<file path="src/rtl/buzzer_scheduler.sv">
// Shares one buzzer pin between click, final-melody and error sounds: fixed-priority
// arbitration with preemption, then step-by-step playback of the winner's note table.
module buzzer_scheduler #(
    parameter int unsigned TICK_DIV = 1000
) (
    input  logic       clk,
    input  logic       rst,
    input  logic       req_click,
    input  logic       req_final,
    input  logic       req_error,
    input  logic       mute,
    output logic       beep,
    output logic       busy,
    output logic [1:0] active_id,
    output logic       done
);

    localparam int unsigned PW   = $clog2(TICK_DIV);
    localparam int unsigned IW   = 2;
    localparam int unsigned SW   = 4;
    localparam int unsigned PERW = 16;
    localparam int unsigned DW   = 10;
    localparam logic [IW-1:0] ID_NONE    = IW'(3);
    localparam logic [PW-1:0] PRESC_LAST = PW'(TICK_DIV - 1);

    typedef enum logic [1:0] {
        IDLE = 2'd0,
        LOAD = 2'd1,
        PLAY = 2'd2
    } state_t;

    state_t          state;
    logic [2:0]      pending;
    logic [SW-1:0]   step_idx;
    logic [PW-1:0]   presc;
    logic [DW-1:0]   dur_cnt;
    logic [DW-1:0]   cur_d;
    logic [PERW-1:0] tone_cnt;
    logic [PERW-1:0] cur_p;
    logic            phase;

    // Note tables packed as {half_period, duration_ticks}; half_period 0 is a rest.
    function automatic logic [PERW+DW-1:0] step_lookup(input logic [IW-1:0] sid,
                                                        input logic [SW-1:0] sidx);
        logic [PERW+DW-1:0] s;
        s = '0;
        case (sid)
            2'd0: s = {16'd637, 10'd30};
            2'd1: begin
                case (sidx)
                    4'd0:    s = {16'd758,  10'd210};
                    4'd1:    s = {16'd0,    10'd5};
                    4'd2:    s = {16'd758,  10'd210};
                    4'd3:    s = {16'd0,    10'd220};
                    4'd4:    s = {16'd758,  10'd210};
                    4'd5:    s = {16'd0,    10'd220};
                    4'd6:    s = {16'd955,  10'd210};
                    4'd7:    s = {16'd0,    10'd5};
                    4'd8:    s = {16'd758,  10'd357};
                    4'd9:    s = {16'd0,    10'd72};
                    4'd10:   s = {16'd637,  10'd357};
                    4'd11:   s = {16'd0,    10'd500};
                    4'd12:   s = {16'd1275, 10'd357};
                    default: s = '0;
                endcase
            end
            2'd2: begin
                case (sidx)
                    4'd1:    s = {16'd0,    10'd50};
                    default: s = {16'd1275, 10'd150};
                endcase
            end
            default: s = '0;
        endcase
        return s;
    endfunction

    function automatic logic [SW-1:0] last_step(input logic [IW-1:0] sid);
        logic [SW-1:0] l;
        case (sid)
            2'd1:    l = SW'(12);
            2'd2:    l = SW'(2);
            default: l = '0;
        endcase
        return l;
    endfunction

    // Higher rank wins; the idle id ranks lowest so any request beats it.
    function automatic logic [1:0] rank(input logic [IW-1:0] sid);
        logic [1:0] r;
        case (sid)
            2'd1:    r = 2'd3;
            2'd2:    r = 2'd2;
            2'd0:    r = 2'd1;
            default: r = 2'd0;
        endcase
        return r;
    endfunction

    logic [2:0]    req_vec_c;
    logic [2:0]    active_mask_c;
    logic [2:0]    eff_c;
    logic [IW-1:0] win_id_c;
    logic          start_c;
    logic          step_end_c;
    logic          last_end_c;
    logic          tone_wrap_c;
    logic          phase_next_c;

    always_comb begin
        req_vec_c     = {req_error, req_final, req_click};
        active_mask_c = '0;
        if (state != IDLE) begin
            active_mask_c = 3'b001 << active_id;
        end
        eff_c = pending | (req_vec_c & ~active_mask_c);

        win_id_c = IW'(0);
        if (eff_c[1]) begin
            win_id_c = IW'(1);
        end else if (eff_c[2]) begin
            win_id_c = IW'(2);
        end

        start_c     = (|eff_c) && (rank(win_id_c) > rank(active_id));
        step_end_c  = (presc == PRESC_LAST) && (dur_cnt == cur_d - DW'(1));
        last_end_c  = step_end_c && (step_idx == last_step(active_id));
        tone_wrap_c = (tone_cnt == cur_p - PERW'(1));

        // Phase holds across the load gap and preemption, clears when a step starts playing.
        phase_next_c = phase;
        if (state == IDLE) begin
            phase_next_c = 1'b0;
        end else if (start_c) begin
            phase_next_c = phase;
        end else if (state == LOAD) begin
            phase_next_c = 1'b0;
        end else if (step_end_c) begin
            phase_next_c = last_end_c ? 1'b0 : phase;
        end else if ((cur_p != '0) && tone_wrap_c) begin
            phase_next_c = ~phase;
        end
    end

    always_ff @(posedge clk) begin
        if (rst) begin
            state     <= IDLE;
            pending   <= '0;
            step_idx  <= '0;
            presc     <= '0;
            dur_cnt   <= '0;
            cur_d     <= '0;
            tone_cnt  <= '0;
            cur_p     <= '0;
            phase     <= 1'b0;
            beep      <= 1'b0;
            busy      <= 1'b0;
            active_id <= ID_NONE;
            done      <= 1'b0;
        end else begin
            done    <= 1'b0;
            pending <= eff_c;
            phase   <= phase_next_c;
            beep    <= phase_next_c & ~mute;

            if (start_c) begin
                state     <= LOAD;
                active_id <= win_id_c;
                busy      <= 1'b1;
                step_idx  <= '0;
                pending   <= eff_c & ~(3'b001 << win_id_c);
            end else begin
                case (state)
                    IDLE: state <= IDLE;
                    LOAD: begin
                        {cur_p, cur_d} <= step_lookup(active_id, step_idx);
                        presc    <= '0;
                        dur_cnt  <= '0;
                        tone_cnt <= '0;
                        state    <= PLAY;
                    end
                    PLAY: begin
                        if (last_end_c) begin
                            state     <= IDLE;
                            busy      <= 1'b0;
                            active_id <= ID_NONE;
                            done      <= 1'b1;
                            step_idx  <= '0;
                        end else if (step_end_c) begin
                            step_idx <= step_idx + SW'(1);
                            state    <= LOAD;
                        end else begin
                            if (presc == PRESC_LAST) begin
                                presc   <= '0;
                                dur_cnt <= dur_cnt + DW'(1);
                            end else begin
                                presc <= presc + PW'(1);
                            end
                            if ((cur_p == '0) || tone_wrap_c) begin
                                tone_cnt <= '0;
                            end else begin
                                tone_cnt <= tone_cnt + PERW'(1);
                            end
                        end
                    end
                    default: state <= IDLE;
                endcase
            end
        end
    end

endmodule

</file>
<file path="config.mk">
export PLATFORM = sky130hd
export DESIGN_NAME = buzzer_scheduler
export DESIGN_NICKNAME = d
export VERILOG_FILES = /design/src/rtl/buzzer_scheduler.sv
export SDC_FILE = /design/constraint.sdc
export NUM_CORES = 1
export LEC_CHECK = 0
export CORE_MARGIN = 3
export CORE_UTILIZATION = 42
export DETAILED_ROUTE_END_ITERATION = 8
export HOLD_SLACK_MARGIN = 0.03
export PLACE_DENSITY_LB_ADDON = 0.15
export SYNTH_ARGS = -nofsm -noshare
export SYNTH_HDL_FRONTEND = slang
export SYNTH_SLANG_ARGS = --single-unit
</file>
<file path="constraint.sdc">
create_clock -name clk -period 4.3 [get_ports clk]
set_clock_uncertainty 0.1 [all_clocks]
set_input_delay 1.29 -clock clk [delete_from_list [all_inputs] [get_ports clk]]
set_output_delay 1.29 -clock clk [all_outputs]
set_load 0.005 [all_outputs]
</file>
==> flow_metrics.tcl <==
set metrics [dict create \
    final_util 0.488 \
    numCtsBuffers 9 \
    placed_cell_area_um2 5050 \
    wl_per_cell_um 15.6 \
    report.final.slew_viol_count 0 \
    tightest_slew_ps 870 \
    fp.coreArea_um2 11000 \
    route.detailed.drc 0 \
    cp_data_arrival_time_ps 4160 \
    routed-wl-met2_mm 5.01 \
    antenna_cells 0 \
    drt-total-wl_mm 11.4 \
    vdd_ir_drop_max_mv 0.435 \
    path_max_fanout 15 \
    ys_warn_count 0 \
    die_area_um2 12800 \
    criticalPathCategory "primary input to flip-flop" \
    most-common-layout-cells "84 x nor2_1, 83 x dfxtp_1, 42 x xnor2_1, 39 x nand2_1, 26 x a21oi_1" \
    synth_area_per_cell_um2 8.29 \
    place_ws_ps -40.7 \
    antenna_found_initial 0 \
    synth-edff-count 0 \
    switching_share 0.422 \
    ctsResizeCount 0 \
    cts_tree "built" \
    hpwl_mm 8.43 \
    drt_iter0_drc 211 \
    finalHoldViolations 0 \
    postCtsHoldBufs 0 \
    period_needed_ps 4030 \
    slew_headroom 0.419 \
    postSynthCellCount 582 \
    slowest_stage "clkdlybuf4s50_1" \
    cts.clk_slew.worst_paths_ps 70 \
    fmax_mhz 248 \
    synth_flop_cell "dfxtp_1" \
    fillers 1094 \
    die_h_um 113 \
    mappedNetlistArea_um2 4830 \
    ant_nets 0 \
    wl_met1_mm 5.74 \
    clock_sinks 83 \
    dr.pass1.iters 5 \
    drive_gt1_frac 0.0931 \
    multi_input_area_um2 2900 \
    synthArstFlopShare 0 \
    nNetsFinal 609 \
    area_growth_syn_to_layout_pct 11.4 \
    critPathRequiredTime_ps 4420 \
    ys_seq_elements 83 \
    cts_max_level 3 \
    row_count 38 \
    top_layer "met4" \
    drv_cap 0 \
    end_kind "flip-flop" \
    setup_ws_ps 267 \
    switching_power_mw 1.59 \
    clk_path_buf_depth 2 \
    final_common_cell "nor2_1" \
    portBuffers 10 \
    setup_viol 0 \
    vias 4054 \
    ioPinCount 11 \
    synthDistinctLibCells 72 \
    path_cells "clkdlybuf4s50_1 -> a21oi_1 -> nand2_1 -> ha_1 -> nor2b_1 -> o21ai_0 -> a31oi_1 -> nor2b_1 -> o21ai_2 -> buf_12 -> nor4_1 -> xnor2_1 -> nor2_1" \
    period_share 0.938 \
    slowest_delay_ps 400 \
    outcome "finished clean" \
    grt_pass1_wl_mm 19.2 \
    finalInstanceArea_um2 5380 \
    grt_max_degree 32 \
    p_leak_nw 1.93 \
    cp_common_cell "nor2b_1" \
    sequentialPowerShare 0.268 \
    worst_skew_pair.late_latency_ps 340 \
    start_util 0.438 \
    via_per_inst 5.55 \
    p_int_mw 2.17 \
    p_per_area_nw_per_um2 699 \
    combPwrFrac 0.503 \
    synth_nets 605 \
    hp-class "flip-flop to flip-flop" \
    power_mw 3.76 \
    die_x_um 113 \
    rsz0062_at_grt "no" \
    cts_setup_buffers 0 \
    regArea_um2 1660 \
    synth-seq-area-share 0.344 \
    grt_pass1_vias 3870 \
    wl_met3_um 405 \
    crit_path_start_kind "primary input" \
    clkPwrFrac 0.229 \
    cts_root_buffer "clkbuf_16" \
    grt_usage 0.183 \
    place_congestion 0.857 \
    grt_overflow 0 \
]
[cells by family after synthesis]
group           Yosys count  synth area share
xor+xnor                 54            0.0980
buf+inv                  55            0.0557
flops                    83             0.344
mux                       8            0.0192
simple gates            256             0.273
compound gates          109             0.166
fa+ha+maj                17            0.0441
[cells in the mapped netlist (4+ instances only)]
library cell	instances	area [um2]
nor3b_1	4	30.0
a2111oi_0	4	35.0
xor2_1	12	105
buf_6	6	67.6
inv_1	23	86.3
nand2b_1	7	43.8
xnor2_1	42	368
a21oi_1	26	130
and2_1	4	25.0
nor3_1	23	115
nor2_1	84	315
nor4_1	11	68.8
dfxtp_1	83	1660
or2_2	8	50.1
and3_1	8	50.1
a31oi_1	4	25.0
or3_1	10	62.6
nand3_1	20	100
ha_1	17	213
mux2i_1	7	70.1
nor2b_1	9	56.3
nand2_1	39	146
clkbuf_1	20	75.1
nand4_1	9	56.3
o21ai_0	10	50.1
a211oi_1	24	180
[per-layer routing]
metal | global-route usage | vias up
met5 | 0 | -
met4 | 0.0825 | 0
met3 | 0.0230 | 17
met2 | 0.280 | 81
met1 | 0.258 | 1881
li1 | - | 2075
[per-stage QoR]
step / setup TNS (ps) / hold slack [ps] / cells
after floorplan: 0 / 327 / 582
after global placement: 0 / 351 / 715
after detailed placement: -70.4 / 353 / 715
after CTS: 0 / 371 / 731
after global routing: 0 / 402 / 731
final: 0 / 374 / 731
[path summary, 6_finish.rpt]
check                                from            to  slack (ps)  depth (start not counted)
worst max-delay path            req_error  tone_cnt[15]         270                         13
worst min-delay path            flip-flop      cur_p[8]         370                          2
worst max register to register   cur_d[0]     flip-flop         580                         10
worst min register to register  flip-flop      cur_p[8]         370                          2
[critical path, delay by kind of cell]
family	cells	cell delay [ps]
adders and majority gates	1	330
and+or+nand+nor	5	860
xor gates and xnor gates	1	160
buffers and inverters	2	640
AOI/OAI and AO/OA	4	880
[power by group through the flow]
stage | clock network [mW] | registers (mW) | logic, mW
after floorplan | 0 | 0.951 | 1.46
after global placement | 0 | 1.02 | 1.82
after detailed placement | 0 | 1.02 | 1.87
after CTS | 0.877 | 1.01 | 1.88
after global routing | 0.906 | 1.03 | 2.10
final | 0.859 | 1.01 | 1.89
[cell type report]
cell class                 count  area share
multi-input combinational    444       0.539
inverter                      23      0.0161
timing repair buffer          25      0.0419
sequential                    83       0.309
tap                          140      0.0326
clock buffer                   9      0.0419
clock inverter                 7      0.0193
Power figures use the tool's default switching activity.
